$ cat config.mk
export PLATFORM = sky130hd
export DESIGN_NAME = feedback_tx
export DESIGN_NICKNAME = d
export VERILOG_FILES = /design/src/rtl/feedback_pkg.sv /design/src/rtl/pos_edge_det.sv /design/src/rtl/feedback_tx.sv
export SDC_FILE = /design/constraint.sdc
export NUM_CORES = 1
export LEC_CHECK = 0
export CORE_UTILIZATION = 60
export CTS_CLUSTER_SIZE = 25
export DETAILED_ROUTE_END_ITERATION = 7
export DONT_BUFFER_PORTS = 1
export GPL_ROUTABILITY_DRIVEN = 0
export PLACE_DENSITY = 0.78
export SLEW_MARGIN = 20
export SYNTH_ARGS = -nofsm -noshare
export SYNTH_HDL_FRONTEND = slang
export SYNTH_SLANG_ARGS = --single-unit
export TNS_END_PERCENT = 10
$ cat constraint.sdc
create_clock -name clk -period 2.5 [get_ports clk]
set_input_delay 0.5 -clock clk [delete_from_list [all_inputs] [get_ports clk]]
set_output_delay 0.5 -clock clk [all_outputs]
set_load 0.03 [all_outputs]
$ cat src/rtl/feedback_pkg.sv
// Shared definitions for the UAC2 feedback transmit path.
// Holds the packet geometry and the transmit FSM encoding used by feedback_tx.
package feedback_pkg;

  // Feedback word width and the number of FIFO bytes it occupies.
  localparam int FB_WORD_W = 32;
  localparam int FB_BYTES  = 4;

  // Byte counter runs 0..FB_BYTES, so it needs one value beyond the last index.
  localparam int                IDX_W    = $clog2(FB_BYTES + 1);
  localparam logic [IDX_W-1:0] IDX_DONE = IDX_W'(FB_BYTES);

  // Transmit FSM: the state names what the registered outputs show this cycle.
  typedef enum logic [1:0] {
    IDLE = 2'd0,
    SEND = 2'd1,
    END  = 2'd2
  } tx_state_t;

endpackage

$ cat src/rtl/pos_edge_det.sv
// Rising-edge detector: one-cycle registered pulse in the cycle after d is
// first sampled high.
module pos_edge_det (
  input  logic clk,
  input  logic rst_n,
  input  logic d,
  output logic pulse
);

  logic d_q;

  // Keep the previous sample and flag a 0->1 transition one cycle later.
  always_ff @(posedge clk or negedge rst_n) begin
    if (!rst_n) begin
      d_q   <= 1'b0;
      pulse <= 1'b0;
    end else begin
      // NOTE: non-blocking so d_q still holds the old sample when pulse is computed.
      d_q   <= d;
      pulse <= d & ~d_q;
    end
  end

endmodule

$ cat src/rtl/feedback_tx.sv
// Transmit side of the UAC2 asynchronous feedback path.
// Each SOF captures the per-SOF cycle count, scales it into a 32-bit feedback
// word and writes it as a 4-byte little-endian packet into the FX2LP slave
// FIFO, followed by a one-cycle PKTEND commit.
// Optional build macro FEEDBACK_AVG_EN: average the count over 2^AVG_LOG2 SOFs
// and emit one packet per window instead of one per SOF.
module feedback_tx
  import feedback_pkg::*;
#(
  parameter int FB_SHIFT = 8,
  parameter int AVG_LOG2 = 2
) (
  input  logic        clk,
  input  logic        rst_n,
  input  logic        sof,
  input  logic [15:0] count,
  input  logic        full_n,
  output logic [7:0]  fd,
  output logic        slwr_n,
  output logic        pktend_n,
  output logic        busy,
  output logic        overrun
);

  // Reject parameter values the datapath is not sized for.
  if (FB_SHIFT < 0 || FB_SHIFT > 16 || AVG_LOG2 < 1 || AVG_LOG2 > 4) begin : g_bad_params
    $error("feedback_tx: FB_SHIFT must be 0..16 and AVG_LOG2 1..4");
  end

  // ---------------------------------------------------------------------------
  // SOF edge detection
  // ---------------------------------------------------------------------------
  logic sof_pulse;

  pos_edge_det u_sof_edge (
    .clk   (clk),
    .rst_n (rst_n),
    .d     (sof),
    .pulse (sof_pulse)
  );

  // ---------------------------------------------------------------------------
  // Capture: produce a new feedback word (cap_valid/cap_word)
  // ---------------------------------------------------------------------------
  logic                 cap_valid;
  logic [FB_WORD_W-1:0] cap_word;

`ifdef FEEDBACK_AVG_EN
  logic [19:0]         acc_q;
  logic [19:0]         acc_sum;
  logic [AVG_LOG2-1:0] win_q;

  // Running sum including this SOF; the word is emitted on the last SOF of a window.
  always_comb begin
    acc_sum   = acc_q + 20'(count);
    cap_valid = sof_pulse && (win_q == '1);
    cap_word  = ({12'd0, acc_sum} << FB_SHIFT) >> AVG_LOG2;
  end

  // Accumulate every SOF; clear the sum when a window completes.
  always_ff @(posedge clk or negedge rst_n) begin
    if (!rst_n) begin
      acc_q <= '0;
      win_q <= '0;
    end else if (sof_pulse) begin
      win_q <= win_q + 1'b1;
      acc_q <= cap_valid ? 20'd0 : acc_sum;
    end
  end
`else
  // Every SOF produces a word directly from the count.
  always_comb begin
    cap_valid = sof_pulse;
    cap_word  = {16'd0, count} << FB_SHIFT;
  end
`endif

  // ---------------------------------------------------------------------------
  // Pending-word slot between capture and the transmit FSM
  // ---------------------------------------------------------------------------
  logic                 pend_valid_q;
  logic                 pend_valid_d;
  logic [FB_WORD_W-1:0] pend_word_q;
  logic                 consume;

  // A capture always wins over a same-cycle load, leaving the new word pending.
  always_comb begin
    pend_valid_d = pend_valid_q;
    if (consume)   pend_valid_d = 1'b0;
    if (cap_valid) pend_valid_d = 1'b1;
  end

  // Store the newest word; flag overrun when an unconsumed word is replaced.
  always_ff @(posedge clk or negedge rst_n) begin
    if (!rst_n) begin
      pend_valid_q <= 1'b0;
      // NOTE: data registers are reset too so fd never carries X after reset.
      pend_word_q  <= '0;
      overrun      <= 1'b0;
    end else begin
      pend_valid_q <= pend_valid_d;
      if (cap_valid) begin
        pend_word_q <= cap_word;
      end
      if (cap_valid && pend_valid_q && !consume) begin
        overrun <= 1'b1;
      end
    end
  end

  // ---------------------------------------------------------------------------
  // Transmit FSM
  // ---------------------------------------------------------------------------
  tx_state_t            state_q;
  tx_state_t            state_d;
  logic [IDX_W-1:0]     idx_q;
  logic [IDX_W-1:0]     idx_d;
  logic [FB_WORD_W-1:0] shreg_q;
  logic [FB_WORD_W-1:0] shreg_d;
  logic                 wr;
  logic [7:0]           wr_byte;

  // State register: FSM state, bytes written so far, and the outgoing shift register.
  always_ff @(posedge clk or negedge rst_n) begin
    if (!rst_n) begin
      state_q <= IDLE;
      idx_q   <= '0;
      shreg_q <= '0;
    end else begin
      state_q <= state_d;
      idx_q   <= idx_d;
      shreg_q <= shreg_d;
    end
  end

  // Next-state logic. Decisions are taken at the edge that starts the cycle they
  // show, so the first byte is written in the same edge that loads the word.
  always_comb begin
    // NOTE: every signal gets a default first so no path leaves one unassigned (no latch).
    state_d = state_q;
    idx_d   = idx_q;
    shreg_d = shreg_q;
    consume = 1'b0;
    wr      = 1'b0;
    wr_byte = 8'd0;
    unique case (state_q)
      IDLE: begin
        if (pend_valid_q) begin
          consume = 1'b1;
          state_d = SEND;
          if (full_n) begin
            wr      = 1'b1;
            wr_byte = pend_word_q[7:0];
            shreg_d = pend_word_q >> 8;
            idx_d   = IDX_W'(1);
          end else begin
            shreg_d = pend_word_q;
            idx_d   = '0;
          end
        end
      end
      SEND: begin
        if (idx_q == IDX_DONE) begin
          state_d = END;
        end else if (full_n) begin
          wr      = 1'b1;
          wr_byte = shreg_q[7:0];
          shreg_d = shreg_q >> 8;
          idx_d   = idx_q + 1'b1;
        end
      end
      END: begin
        state_d = IDLE;
      end
      default: begin
        state_d = IDLE;
      end
    endcase
  end

  // ---------------------------------------------------------------------------
  // Outputs
  // ---------------------------------------------------------------------------
  logic [7:0] fd_d;
  logic       slwr_n_d;
  logic       pktend_n_d;
  logic       busy_d;

  // Output decode for the coming cycle; fd holds its value through stalls.
  always_comb begin
    fd_d       = fd;
    slwr_n_d   = 1'b1;
    pktend_n_d = 1'b1;
    if (wr) begin
      fd_d     = wr_byte;
      slwr_n_d = 1'b0;
    end
    if (state_d == END) begin
      fd_d       = 8'd0;
      pktend_n_d = 1'b0;
    end
    busy_d = (state_d != IDLE) | pend_valid_d;
  end

  // Register every output so the FIFO bus sees clean, glitch-free strobes.
  always_ff @(posedge clk or negedge rst_n) begin
    if (!rst_n) begin
      fd       <= 8'd0;
      slwr_n   <= 1'b1;
      pktend_n <= 1'b1;
      busy     <= 1'b0;
    end else begin
      fd       <= fd_d;
      slwr_n   <= slwr_n_d;
      pktend_n <= pktend_n_d;
      busy     <= busy_d;
    end
  end

endmodule

---- Word-level counts from Yosys, hierarchy flattened ----
Index checks and enable logic that the tools add are counted.
W data, S select, Z words.
storage, ports and cells
  bits of input ports ..................... 20
  bits in registers ....................... 68
  output and inout bits ................... 12
  logic and storage cells ................. 58
cells by class
  reductions and logical operators ........ 8
  bitwise logic cells ..................... 3
  mux-type cells .......................... 28
  equal/unequal tests ..................... 6
  $add $sub $neg .......................... 1
operator list
  operator               number
  $mux W32               3
  $pmux W32 S2           1
  $mux W8                5
  $mux W24               1
  $mux W1                10
  $mux W3                3
  $ne A2 B2 Y1 const B   3
  $pmux W3 S2            1
  $reduce_bool A2 Y1     3
  $mux W2                2
  $pmux W2 S2            1
  $reduce_and A4 Y1      1
  $add A3 B1 Y3 const B  1
  $eq A3 B3 Y1 const B   1
  $eq A2 B1 Y1 const B   1
  $eq A2 B2 Y1 const B   1
  $logic_and A1 B1 Y1    2
  $logic_not A2 Y1       1
  $pmux W1 S2            1
  $and A1 B1 Y1          1
  $logic_not A1 Y1       1
  $not A1 Y1             1
  $or A1 B1 Y1           1

---- Longest topological paths before layout ----
  depth after elaboration ................. 5
  gate-level depth with buffers ........... 7
  gate-level depth less buffers ........... 6

---- Hierarchy ----
Synthesis repeated with hierarchy kept, for this count alone.
second synthesis, totals
  cell total of the unflattened synthesis .. 206
  area total of the unflattened synthesis .. 2,637.5 um2
by module, submodules not included
  module        instances  area an instance (um2)  cells each
  feedback_tx   1          2,573.7                 203
  pos_edge_det  1          63.8                    3

---- Worst setup path after synthesis ----
Ideal clock, no wire load.
  path type ............................... flip-flop to flip-flop
  from .................................... reg idx_q[0]
  to ...................................... reg shreg_q[10]
  setup time .............................. 0.125 ns
  buffers on the path ..................... 1
  data required time ...................... 2.375 ns
  stages on the path, launching flop included .. 8
  arrival time ............................ 1.502 ns
  path slack .............................. 0.872 ns
  cells stage by stage .................... dfrtp_1 > inv_1 > ha_1 > nand2_2 > a31oi_4 > nor2_4 > buf_12 > mux2_4
between the ends
  cells in the longest elaborated chain, start to end .. 3
ends and longest elaborated chain
  item                         line                RTL
  from (decl)                  feedback_tx.sv:116  logic [IDX_W-1:0] idx_q;
  from (signal assigned)       feedback_tx.sv:131  idx_q <= idx_d;
  $eq A3 B3 Y1                 feedback_tx.sv:163  if (idx_q == IDX_DONE) begin
  $ne A2 B2 Y1 (no line)       --
  $reduce_and A4 Y1 (no line)  --
  to (signal assigned)         feedback_tx.sv:132  shreg_q <= shreg_d;
  to (decl)                    feedback_tx.sv:118  logic [FB_WORD_W-1:0] shreg_q;
Every way passes these cells.
A chain may end at the register's enable or synchronous reset.

---- Worst setup path in the final report ----
  from .................................... reg idx_q[0]
  to ...................................... reg shreg_q[1]
Same word-level chain as after synthesis.

==> flow_summary.json <==
{
  "drt-initial-drc-count": 90,
  "cts_buffers": 9,
  "rsz0062_at_grt": "false",
  "critPathSlowestCell": "nor2_4",
  "ant_nets": 0,
  "hold_class": "in -> async",
  "cts_sinks": 60,
  "area_growth_pct": 7.66,
  "slew_violations": 0,
  "finalCritPeriodShare": 0.772,
  "setup_tns_ns": 0,
  "ioPinCount": 32,
  "ir_drop_mv": 0.717,
  "synth_area_mm2": 0.00263,
  "drive_above_1_share": 0.276,
  "grt_pass1_vias": 1540,
  "dr_total_vias": 1524,
  "cts_root_buffer": "clkbuf_8",
  "grt_max_degree": 61,
  "fin_area_mm2": 0.00283,
  "relSlewSlack": 0.513,
  "setup_viol": 0,
  "htreeDepth": 3,
  "synthCells": 206,
  "drc": 0,
  "final_util": 0.688,
  "finalHoldViolCount": 0,
  "io_buffer_count": 0,
  "timing.rr.end": "shreg_q[1]",
  "syn_area_per_cell_um2": 12.8,
  "ys_warn_count": 0,
  "grt_usage": 0.229,
  "worst_setup_path_end_kind": "flip-flop",
  "yosysTopAreaCell": "dfrtp_1",
  "grt_pass1_wl_um": 7360,
  "required_ns": 2.72,
  "synth_nets": 228,
  "power.leakage_nw": 1.30,
  "dieArea_mm2": 0.00465,
  "power_mw": 3.33,
  "fin_nets": 227,
  "postCtsResizedCells": 0,
  "topRoutingLayerUsed": "met4",
  "fp.dieW_um": 68.2,
  "async_flop_share": 1.00,
  "wirelength_met1_um": 2060,
  "status": "finished, final reports clean",
  "row_count": 23,
  "worst_pin_slew_ns": 0.729,
  "initial_core_util": 0.639,
  "synth_flop_cell": "dfrtp_1",
  "clock_skew_ns": 0.00653,
  "worstSetupEndpoint": "shreg_q[1]",
  "max_freq_mhz": 518,
  "antenna_found_initial": 0,
  "synth_seq_cells": 60,
  "netlist_top_cells_area": "dfrtp_1 (55%), mux2_2 (10%), a22o_1 (5.3%)",
  "cp_slowest_stage_delay_ns": 0.47,
  "seq_area_frac_synth": 0.572,
  "dpl_cell_area_mm2": 0.00260,
  "core-area_mm2": 0.00412,
  "clkTransAtPathRegs_ns": 0.07,
  "worstPathMaxFanout": 18,
  "dr_wl_met2_um": 2020,
  "whs_ns": 0.0232,
  "antenna_cells": 0,
  "rr_worst_depth": 6,
  "post_drt_wl_per_cell_um": 16.9,
  "period_minus_slack_ns": 1.93,
  "die_h_um": 68.2,
  "fill_cells": 295,
  "r2r_setup_slack_ns": 0.57,
  "hpwlAfterDp_um": 3000,
  "synthTopCellsByCount": "dfrtp_1 (58), nand2_1 (28), mux2_2 (24), o21ai_0 (19), a22o_1 (16)",
  "clock_latency_ns": 0.33,
  "cellPowerDensity_mw_per_mm2": 1170,
  "cap_violations": 0,
  "grt_overflow": 0,
  "wl_met3_um": 191,
  "cts_tree": "yes",
  "start_kind": "flip-flop",
  "vias_per_cell": 5.86,
  "startpoint": "idx_q[0]",
  "synth_edf_count": 0,
  "worstPathArrival_ns": 2.15,
  "synth_top_area_share": 0.552,
  "crit_path_cell_trace": "inv_1 > ha_1 > nand2_2 > a31oi_4 > nor2_4 > mux2_2",
  "postRouteWirelength_um": 4390,
  "timing_worst_setup_path_type": "reg -> reg",
  "cts_buffer_depth": 2,
  "ys_types": 32,
  "yosysMostFrequentCell": "dfrtp_1",
  "rr_startpoint": "idx_q[0]",
  "firstDrtPassIters": 4
}
==> cell usage in the layout, fill, tap and decap left out <==
cell	n
dfrtp_1	58
nand2_1	28
mux2_2	24
o21ai_0	19
a22o_1	16
clkbuf_8	11
mux2i_1	8
mux2_4	8
nand3_1	6
inv_1	4
nor2b_2	2
ha_1	2
clkinv_2	2
dfstp_2	2
nor2_1	1
a311oi_1	1
nor2b_1	1
or3_1	1
nand2_2	1
a31oi_4	1
nor2_4	1
or2_0	1
nor4b_2	1
nand4b_1	1
a21o_1	1
and3_2	1
o21bai_1	1
o22ai_1	1
o21ai_1	1
bufinv_16	1
clkinvlp_4	1
clkbuf_1	1
buf_16	1
buf_4	1
==> power by group <==
part,internal [mW],switching [mW],total [mW],leakage (nW)
Combinational,0.439,0.419,0.857,0.447
Clock,0.511,0.356,0.867,0.102
Sequential,1.25,0.354,1.60,0.752
Total,2.20,1.13,3.33,1.30
==> through the flow <==
step | instances | worst slack, ns
detailed placement | 243 | 0.570
finish | 260 | 0.570
global route | 260 | 0.463
global placement | 243 | 0.695
floorplan | 206 | 0.872
CTS | 260 | 0.564
==> layout make-up <==
type | count | area (µm²) | share of cell area
sequential | 60 | 1500 | 0.531
inverter | 4 | 15.0 | 0.00531
timing repair buffer | 2 | 35.0 | 0.0124
clock buffer | 12 | 155 | 0.0548
clock inverter | 4 | 47.5 | 0.0168
tap | 50 | 62.6 | 0.0221
multi-input combinational | 128 | 1010 | 0.357
==> critical path, delay by kind of cell, from the launching register on <==
| family | cells | cell delay (ns) |
|---|---|---|
| AO/OA/AOI/OAI | 1 | 0.11 |
| adder cells (fa/ha/maj) | 1 | 0.25 |
| buffers and inverters | 1 | 0.07 |
| flip-flops | 1 | 0.38 |
| multiplexers | 1 | 0.40 |
| AND/OR/NAND/NOR | 2 | 0.60 |
==> worst min-delay path by stage <==
stage | start | endpoint | cells past startpoint
3_5_place_dp | rst_n | fd[7] | 0
2_1_floorplan | rst_n | busy | 0
6_report | rst_n | fd[5] | 1
4_1_cts | rst_n | fd[5] | 1
5_1_grt | rst_n | fd[5] | 1
3_3_place_gp | rst_n | state_q[1] | 0
==> routing by layer <==
metal  global-route usage  vias to the layer above
li1                     -                      728
met2                0.330                       43
met1                0.298                      742
met3               0.0700                       11
met5                    0                        -
met4                0.154                        0
==> sequential cells by signal, summed over array words and instances, names as in the netlist <==
signal            flops
slwr_n                1
busy                  1
pend_word_q          16
idx_q                 3
pend_valid_q          1
overrun               1
fd                    8
state_q               2
u_sof_edge.pulse      1
u_sof_edge.d_q        1
pktend_n              1
shreg_q              24
==> cells by family after synthesis <==
family	after synthesis	synth area share
flip-flops	60	0.572
AND/OR/NAND/NOR	45	0.0852
multiplexers	40	0.179
buffers and inverters	18	0.0433
AO/OA/AOI/OAI	41	0.111
adder cells (fa/ha/maj)	2	0.00952
==> what timing repair did <==
item,4_1_cts,5_1_grt
setup buffers,0,0
hold buffers,1,0
hold endpoints to repair,60,0
Note: power is estimated with default switching activity, not from simulation.
